--- src/rtl/score_pkg.sv ---
// Shared parameters and FSM state type for the score update / display path.
package score_pkg;

  localparam int DEF_SCORE_W   = 7;   // binary score width
  localparam int DEF_PTS_W     = 4;   // points-per-event width
  localparam int DEF_MAX_SCORE = 99;  // saturation ceiling, fits two BCD digits
  localparam int BCD_W         = 4;   // width of one BCD digit
  localparam int CONV_STEPS    = 7;   // shift-add-3 steps, one per score bit
  localparam int SUM_W         = 8;   // width of the saturating adder

  typedef enum logic [1:0] {
    ST_IDLE = 2'd0,
    ST_CONV = 2'd1,
    ST_DONE = 2'd2
  } state_e;

endpackage

--- src/rtl/score_dabble_seq.sv ---
// Sequential shift-add-3 binary-to-BCD engine. The start cycle performs step 0
// on the loaded snapshot, then one step per clock; done flags the cycle whose
// edge performs the final step, so ones/tens hold the result right after it.
module score_dabble_seq
  import score_pkg::*;
#(
  parameter int BIN_W = CONV_STEPS
) (
  input  logic               clk,
  input  logic               reset,
  input  logic               start,
  input  logic [BIN_W-1:0]   bin,
  output logic [BCD_W-1:0]   ones,
  output logic [BCD_W-1:0]   tens,
  output logic               done
);

  localparam int SH_W  = 2 * BCD_W + BIN_W;
  localparam int CNT_W = (BIN_W > 1) ? $clog2(BIN_W) : 1;
  localparam logic [CNT_W-1:0] LAST_STEP = CNT_W'(BIN_W - 1);

  logic [SH_W-1:0]  sh_r;
  logic [SH_W-1:0]  adj_s;
  logic [SH_W-1:0]  sh_step_s;
  logic [CNT_W-1:0] cnt_r;
  logic             run_r;

  // Add 3 to a BCD digit of 5 or more so the following shift carries correctly.
  function automatic logic [BCD_W-1:0] add3(input logic [BCD_W-1:0] d);
    if (d >= 4'd5) begin
      return d + 4'd3;
    end else begin
      return d;
    end
  endfunction

  // One conversion step: adjust both digits, then shift the whole register left.
  always_comb begin
    adj_s     = {add3(sh_r[BIN_W+BCD_W +: BCD_W]), add3(sh_r[BIN_W +: BCD_W]), sh_r[BIN_W-1:0]};
    sh_step_s = {adj_s[SH_W-2:0], 1'b0};
  end

  // Shift register, step counter and running flag.
  always_ff @(posedge clk) begin
    if (reset) begin
      sh_r  <= {SH_W{1'b0}};
      cnt_r <= {CNT_W{1'b0}};
      run_r <= 1'b0;
    end else if (start) begin
      sh_r  <= {{(2*BCD_W-1){1'b0}}, bin, 1'b0};
      cnt_r <= CNT_W'(1);
      run_r <= 1'b1;
    end else if (run_r) begin
      sh_r  <= sh_step_s;
      cnt_r <= cnt_r + CNT_W'(1);
      run_r <= (cnt_r != LAST_STEP);
    end else begin
      sh_r  <= sh_r;
      cnt_r <= cnt_r;
      run_r <= run_r;
    end
  end

  assign ones = sh_r[BIN_W +: BCD_W];
  assign tens = sh_r[BIN_W+BCD_W +: BCD_W];
  assign done = run_r && (cnt_r == LAST_STEP);

endmodule

--- src/rtl/score_update_arbiter.sv ---
// Round-robin arbiter sharing the player score between hit-event sources,
// with saturating add, BCD conversion of each new score and a high score.
module score_update_arbiter
  import score_pkg::*;
#(
  parameter int N_REQ     = 4,
  parameter int SCORE_W   = DEF_SCORE_W,
  parameter int PTS_W     = DEF_PTS_W,
  parameter int MAX_SCORE = DEF_MAX_SCORE
) (
  input  logic                     clk,
  input  logic                     reset,
  input  logic [N_REQ-1:0]         req,
  input  logic [N_REQ*PTS_W-1:0]   pts,
  output logic [N_REQ-1:0]         ack,
  input  logic                     clear,
  output logic                     busy,
  output logic [SCORE_W-1:0]       score,
  output logic [BCD_W-1:0]         ones,
  output logic [BCD_W-1:0]         tens,
  output logic                     digits_valid,
  output logic [SCORE_W-1:0]       hiscore
);

  localparam int IDX_W = (N_REQ > 1) ? $clog2(N_REQ) : 1;

  state_e             state_r, state_nxt;
  logic [IDX_W-1:0]   rr_r, rr_nxt;
  logic               pend_r, pend_nxt;
  logic               start_r, start_nxt;
  logic [N_REQ-1:0]   ack_r, ack_nxt;
  logic               busy_r;
  logic [SCORE_W-1:0] score_r, score_nxt;
  logic [SCORE_W-1:0] hiscore_r, hiscore_nxt;
  logic [BCD_W-1:0]   ones_r, ones_nxt;
  logic [BCD_W-1:0]   tens_r, tens_nxt;
  logic               dv_r, dv_nxt;

  logic               found_s;
  logic [IDX_W-1:0]   grant_s;
  logic [IDX_W-1:0]   rr_inc_s;
  logic [PTS_W-1:0]   pts_g_s;
  logic [SUM_W-1:0]   sum_s;
  logic [SCORE_W-1:0] sat_s;
  logic [BCD_W-1:0]   conv_ones_s;
  logic [BCD_W-1:0]   conv_tens_s;
  logic               conv_done_s;

  score_dabble_seq #(.BIN_W(SCORE_W)) u_dabble (
    .clk   (clk),
    .reset (reset),
    .start (start_r),
    .bin   (score_r),
    .ones  (conv_ones_s),
    .tens  (conv_tens_s),
    .done  (conv_done_s)
  );

  // Round-robin pick: first requesting index at or after the pointer, wrapping.
  always_comb begin
    int idx;
    idx     = 0;
    found_s = 1'b0;
    grant_s = {IDX_W{1'b0}};
    for (int i = 0; i < N_REQ; i++) begin
      idx = int'(rr_r) + i;
      if (idx >= N_REQ) begin
        idx = idx - N_REQ;
      end else begin
        idx = idx;
      end
      if (!found_s && req[idx]) begin
        found_s = 1'b1;
        grant_s = IDX_W'(idx);
      end else begin
        found_s = found_s;
      end
    end
  end

  // Points of the granted source, saturating sum and the advanced pointer.
  always_comb begin
    pts_g_s = pts[grant_s*PTS_W +: PTS_W];
    sum_s   = SUM_W'(score_r) + SUM_W'(pts_g_s);
    if (sum_s > SUM_W'(MAX_SCORE)) begin
      sat_s = SCORE_W'(MAX_SCORE);
    end else begin
      sat_s = sum_s[SCORE_W-1:0];
    end
    if (grant_s == IDX_W'(N_REQ - 1)) begin
      rr_inc_s = {IDX_W{1'b0}};
    end else begin
      rr_inc_s = grant_s + IDX_W'(1);
    end
  end

  // Next-state and next-output logic; a clear always beats a pending request.
  always_comb begin
    state_nxt   = state_r;
    rr_nxt      = rr_r;
    pend_nxt    = pend_r;
    start_nxt   = 1'b0;
    ack_nxt     = {N_REQ{1'b0}};
    score_nxt   = score_r;
    hiscore_nxt = hiscore_r;
    ones_nxt    = ones_r;
    tens_nxt    = tens_r;
    dv_nxt      = 1'b0;
    case (state_r)
      ST_IDLE: begin
        if (clear || pend_r) begin
          score_nxt = {SCORE_W{1'b0}};
          pend_nxt  = 1'b0;
          start_nxt = 1'b1;
          state_nxt = ST_CONV;
        end else if (found_s) begin
          ack_nxt   = {{(N_REQ-1){1'b0}}, 1'b1} << grant_s;
          score_nxt = sat_s;
          rr_nxt    = rr_inc_s;
          start_nxt = 1'b1;
          state_nxt = ST_CONV;
        end else begin
          state_nxt = ST_IDLE;
        end
      end
      ST_CONV: begin
        pend_nxt = pend_r | clear;
        if (conv_done_s) begin
          state_nxt = ST_DONE;
        end else begin
          state_nxt = ST_CONV;
        end
      end
      ST_DONE: begin
        pend_nxt = pend_r | clear;
        ones_nxt = conv_ones_s;
        tens_nxt = conv_tens_s;
        dv_nxt   = 1'b1;
        if (score_r > hiscore_r) begin
          hiscore_nxt = score_r;
        end else begin
          hiscore_nxt = hiscore_r;
        end
        state_nxt = ST_IDLE;
      end
      default: begin
        state_nxt = ST_IDLE;
      end
    endcase
  end

  // State and registered outputs.
  always_ff @(posedge clk) begin
    if (reset) begin
      state_r   <= ST_IDLE;
      rr_r      <= {IDX_W{1'b0}};
      pend_r    <= 1'b0;
      start_r   <= 1'b0;
      ack_r     <= {N_REQ{1'b0}};
      busy_r    <= 1'b0;
      score_r   <= {SCORE_W{1'b0}};
      hiscore_r <= {SCORE_W{1'b0}};
      ones_r    <= {BCD_W{1'b0}};
      tens_r    <= {BCD_W{1'b0}};
      dv_r      <= 1'b0;
    end else begin
      state_r   <= state_nxt;
      rr_r      <= rr_nxt;
      pend_r    <= pend_nxt;
      start_r   <= start_nxt;
      ack_r     <= ack_nxt;
      busy_r    <= (state_nxt != ST_IDLE);
      score_r   <= score_nxt;
      hiscore_r <= hiscore_nxt;
      ones_r    <= ones_nxt;
      tens_r    <= tens_nxt;
      dv_r      <= dv_nxt;
    end
  end

  assign ack          = ack_r;
  assign busy         = busy_r;
  assign score        = score_r;
  assign hiscore      = hiscore_r;
  assign ones         = ones_r;
  assign tens         = tens_r;
  assign digits_valid = dv_r;

endmodule

--- config.mk ---
export PLATFORM = sky130hd
export DESIGN_NAME = score_update_arbiter
export DESIGN_NICKNAME = d
export VERILOG_FILES = /design/src/rtl/score_pkg.sv /design/src/rtl/score_dabble_seq.sv /design/src/rtl/score_update_arbiter.sv
export SDC_FILE = /design/constraint.sdc
export NUM_CORES = 1
export LEC_CHECK = 0
export BUFFER_PORTS_ARGS = -buffer_cell sky130_fd_sc_hd__buf_2
export CAP_MARGIN = 20
export CORE_UTILIZATION = 35
export DETAILED_ROUTE_END_ITERATION = 10
export PLACE_DENSITY = 0.58
export SLEW_MARGIN = 20
export SYNTH_ARGS = -nofsm -noshare
export SYNTH_HDL_FRONTEND = slang
export SYNTH_HIERARCHICAL = 1
export SYNTH_SLANG_ARGS = --single-unit
--- constraint.sdc ---
create_clock -name clk -period 4 [get_ports clk]
set_clock_uncertainty 0.05 [all_clocks]
set_input_delay 0.2 -clock clk [delete_from_list [all_inputs] [get_ports clk]]
set_output_delay 0.2 -clock clk [all_outputs]
set_load 0.01 [all_outputs]
# Yosys cells after proc, flatten, opt, wreduce, memory -nomap -nowiden
# Cells that the tools add are included.
# op_classes
add_sub_neg,12
magnitude_cmp,12
eq_ne,6
shift,2
mux,45
bitwise_logic,4
n_reduce_logical,21
# ops
operator,count
< comparator 32 x 4 -> 1 bit (second input constant),4
two-way mux 32 bit,4
two-way mux 1 bit,22
two-way mux 7 bit,3
two-way mux 8 bit,2
indexed part select 16 x 5 -> 4 bit,1
two-way mux 2 bit,6
subtractor 3 x 3 -> 4 bit (second input constant),3
greater-or-equal comparator 3 bit (second input constant),3
adder 7 x 4 -> 8 bit,1
binary-select mux 1 bit (select 2 bit),4
greater-or-equal comparator 4 x 3 -> 1 bit (second input constant),2
greater-than comparator 8 x 7 -> 1 bit (second input constant),1
nonzero test 2 bit,4
greater-than comparator 7 bit,1
adder 2 x 2 -> 3 bit (second input constant),2
AND reduction 2 bit,3
OR reduction 2 bit,3
adder 4 x 2 -> 4 bit (second input constant),1
== test 2 bit (second input constant),2
logical AND 1 bit,4
two-way mux 4 bit,1
one-hot mux 2 bit (2 select lines),1
OR reduction 4 bit,1
other kinds (19),23
# word_totals
register_bits,52
in_bits,23
out_inout_bits,28
word_cells,118

# Logic depth before layout (Yosys ltp)
# logic_depth
word_depth,21
depth_mapped,16
depth_no_buf,15

# Modules after synthesis
# Netlist, hierarchy kept.
# by_module_without_submodules
module,n_inst,cells_per_inst,area_each_um2,seq_area_each_um2
score_update_arbiter,1,214,1915.6,680.7
score_dabble_seq,1,111,994.7,360.3

# Worst setup path after synthesis
# Ideal clock, no wire load.
# synth_timing
path_type,reg-to-reg
startpoint,register rr_r[0]
endpoint,register score_r[2] (netlist: score[2])
setup_time_ns,0.117
arrival_time_ns,3.166
required_ns,3.833
slack_ns,0.667
path_stages_with_launch,16
path_buffers,1
period_less_slack_ns,3.333
cell_sequence,dfxtp_1 -> inv_1 -> a221o_1 -> a32oi_1 -> nor2b_2 -> buf_6 -> mux2i_1 -> ha_1 -> inv_1 -> fa_1 -> nor2b_1 -> a21o_1 -> a221o_1 -> o32ai_2 -> nor2_1 -> a32o_1
# synth_via
elab_chain_cells,21
word_cells_on_any_way,49
cone_classes,add/sub: 8; order compare: 5; shift: 1; mux: 27; reduce/logical: 8
# synth_lines
element,line_no,rtl
"start, declared",score_update_arbiter.sv:28,"logic [IDX_W-1:0] rr_r, rr_nxt;"
"start signal, assigned",score_update_arbiter.sv:156,rr_r <= {IDX_W{1'b0}};
"start signal, assigned",score_update_arbiter.sv:168,rr_r <= rr_nxt;
branches (longest 21 deep; another with subtractor 3 x 3 -> 4 bit),--,
"end signal, assigned",score_update_arbiter.sv:161,score_r <= {SCORE_W{1'b0}};
"end signal, assigned",score_update_arbiter.sv:173,score_r <= score_nxt;
"end, declared",score_update_arbiter.sv:33,"logic [SCORE_W-1:0] score_r, score_nxt;"
# Several ways; the timed one is not identified. The select of a mux whose other input is x is not followed.
# A chain may end at the register's enable or synchronous reset.

# Worst setup path in the final report
# layout_timing
startpoint,register rr_r[0]
endpoint,register score_r[3] (netlist: score[3])
# Same word-level chain as after synthesis.

==> results by group <==
Outcome
  • Outcome: finished, final reports clean

Clock tree
  • CTS buffer count: 5
  • CTS tree: built
  • CTS H-tree depth: 2
  • Worst-skew pair later-pin latency: 300 ps
  • Sink Count: 52
  • CTS Hold Bufs: 0
  • Cts repair resizes: 0
  • Clock root buffer: clkbuf_8
  • Max clock buf depth: 2
  • Setup repair bufs after CTS: 0
  • Reg clk slew, reported paths: 90 ps

Finish
  • P&R area growth vs syn: 14.5%
  • Finished Layout Cells: 472
  • Most frequent cells in the layout: 52 x dfxtp_1, 50 x buf_2, 41 x nor2_1
  • Final nets: 413
  • Commonest non-fill, non-tap cell in the layout: dfxtp_1
  • Share of layout cells above drive strength 1: 0.205
  • Fillcell total: 778
  • # diodes: 0

Global routing
  • First-pass GRT wire length: 10,100 um
  • Total track usage: 0.146
  • Pin count of the biggest net entering global routing: 34
  • Antenna violations before repair: 0
  • Vias in the first global route: 2,204
  • Remaining global-route overflow: 0

Worst setup path
  • Crit. End Element: register
  • Worst reg-to-reg setup slack: 350 ps
  • Worst Path Max Fanout: 6
  • CP Cell Sequence: inv_1, a221o_1, a32oi_1, nor2b_4, mux2i_1, ha_1, inv_1, fa_1, nor2b_1, a21o_1, a221o_1, o32ai_2, nor2_1, a32o_1
  • CP top delay family: compound AO/OA/AOI/OAI gates
  • CP max stage delay: 410 ps
  • Crit path kind: register to register
  • CP max stage cell: fa_1
  • Critical path required time: 4140 ps
  • Worst EP arrival: 3790 ps
  • CP Launch Type: register
  • Worst Path Buf+Inv: 2

Die
  • Chip height: 93.2 um
  • Starting Density: 0.369
  • IO Pins: 51
  • DIE WIDTH: 93.2 um
  • Die area: 0.00868 mm2
  • Core area: 0.00789 mm2
  • Std cell rows: 32

Route
  • Routed wire length: 6180 um
  • Avg WL per Cell: 13.1 um
  • Residual DRC: 0
  • Vias/cell: 5.08
  • Total number of vias: 2,396
  • Drt first-iter violations: 68
  • DRT antenna net count: 0
  • Detailed Routing Iterations Pass 1: 4

Timing
  • Worst Tran Pin Value: 1020 ps
  • Final hold viol count: 0
  • Slew HR: 0.316
  • Final setup vio count: 0
  • Final setup TNS: 0 ps
  • Fin Hold WS: 130 ps
  • RSZ-0062 raised after global routing: no
  • Min Tclk post-route: 3650 ps
  • Fmax: 274 MHz
  • Final period utilization: 0.912
  • Slew Viols, Final: 0

Placed design
  • Final RePlAce weighted congestion: 0.782
  • Placed wire-length estimate: 4420 um
  • # port buffers: 50
  • DP Cell Count: 464

Synth
  • Netlist cell types: 58
  • Async set-reset flop share out of synthesis: 0
  • Post-synthesis sequential area ratio: 0.358
  • Instance count of the mapped netlist: 325
  • Syn. warnings: 6
  • Post-synth top flop: dfxtp_1
  • Mapped Nets: 369
  • Synthesized area: 0.00291 mm2
  • Synth Register Bits: 52
  • Syn Area/Cell: 8.95 um2
  • Number of synthesized flops with an enable pin: 0

Power and ir drop
  • Leakage: 1.39 nW
  • Peak supply drop: 0.147 mV
  • PD cells: 352 mW/mm2

Worst hold path
  • Hold Crit Class: input pin to register

Run
  • MaxCap Viol Count: 0
[layout make-up]
cell class,count,area [um2],share of cell area
Multi-Input combinational cell,234,1700,0.511
Sequential cell,52,1040,0.312
Timing Repair Buffer,52,265,0.0796
Tap cell,102,128,0.0383
Inverter,24,90.1,0.0270
Clock buffer,6,72.6,0.0218
Clock inverter,2,35.0,0.0105
[per-stage QoR]
step / area (um2) / total power, W / setup WS, ps / util
global route: 3330 / 0.00125 / 33.9 / 0.423
finish: 3330 / 0.00117 / 354 / 0.423
CTS: 3320 / 0.00119 / 212 / 0.421
detailed placement: 3210 / 0.000823 / 236 / 0.407
floorplan: 2910 / 0.000764 / 667 / -
global placement: 3210 / 0.000820 / 406 / 0.407
[worst register-to-register path: cells and delay by family, from the launching register on]
kind                       cells  cell delay, ps
adders and majority gates      2             650
muxes                          1             240
and+or+nand+nor                3             590
buffers and inverters          2             160
DFF                            1             360
AOI/OAI and AO/OA              6            1490
[state kept, by name, summed over array words and instances, names as in the netlist]
register	count
u_dabble/sh_r	14
hiscore	7
ones	4
state_r	2
digits_valid	1
u_dabble/cnt_r	3
score	7
u_dabble/run_r	1
start_r	1
pend_r	1
tens	4
ack	4
rr_r	2
busy	1
[path summary, 6_finish.rpt]
path / startpoint / to / cells past startpoint
min reg2reg: tens[2]$_SDFFE_PP0P_ / tens[2]$_SDFFE_PP0P_ / 2
min: clear / pend_r$_SDFFE_PP0P_ / 3
max reg2reg: rr_r[0]$_SDFFE_PP0P_ / score[3]$_SDFFE_PP0P_ / 14
max: rr_r[0]$_SDFFE_PP0P_ / score[3]$_SDFFE_PP0P_ / 14
[logic make-up after synthesis]
| family | Yosys count | share of synthesized area |
|---|---|---|
| and+or+nand+nor | 105 | 0.179 |
| buffers and inverters | 39 | 0.0619 |
| xor gates and xnor gates | 4 | 0.0120 |
| DFF | 52 | 0.358 |
| muxes | 40 | 0.141 |
| AOI/OAI and AO/OA | 64 | 0.156 |
| adders and majority gates | 21 | 0.0929 |
[synthesized netlist by cell type, types with 2 or more instances]
| cell type | n | area [um2] |
|---|---|---|
| ha_1 | 20 | 250 |
| a31oi_1 | 3 | 18.8 |
| nand4_1 | 2 | 12.5 |
| clkbuf_1 | 8 | 30.0 |
| nor3_1 | 5 | 25.0 |
| nand4b_1 | 3 | 26.3 |
| mux2i_1 | 33 | 330 |
| a21oi_1 | 14 | 70.1 |
| nor2_1 | 41 | 154 |
| buf_2 | 3 | 15.0 |
| a32o_1 | 2 | 20.0 |
| or3_1 | 2 | 12.5 |
| o21a_1 | 3 | 22.5 |
| nor3b_1 | 2 | 15.0 |
| nand3b_1 | 3 | 22.5 |
| o211ai_1 | 4 | 30.0 |
| nand3_1 | 5 | 25.0 |
| a21o_1 | 2 | 15.0 |
| buf_6 | 4 | 45.0 |
| mux2_2 | 7 | 78.8 |
| a221o_1 | 3 | 30.0 |
| dfxtp_1 | 52 | 1040 |
| inv_1 | 23 | 86.3 |
| o21ai_0 | 11 | 55.1 |
| and3_1 | 2 | 12.5 |
| a2111o_1 | 3 | 33.8 |
| xor2_1 | 4 | 35.0 |
| o21ai_1 | 2 | 10.0 |
| nand2_1 | 21 | 78.8 |
| a211oi_1 | 4 | 30.0 |
| nor2b_1 | 4 | 25.0 |
| nand2b_1 | 4 | 25.0 |
[power breakdown]
group / switching (W) / internal, W / total [W]
clock: 0.000174 / 0.000186 / 0.000360
sequential: 0.0000355 / 0.000539 / 0.000574
combinational: 0.000129 / 0.000111 / 0.000239
[layer usage]
| metal | vias to the layer above | global-route usage | routed length (um) |
|---|---|---|---|
| met4 | 0 | 0.0410 | 44 |
| met1 | 1129 | 0.197 | 3110 |
| met5 | - | 0 | 0 |
| met2 | 27 | 0.237 | 2910 |
| met3 | 2 | 0.0252 | 106 |
| li1 | 1238 | - | - |
Power figures use the tool's default switching activity.
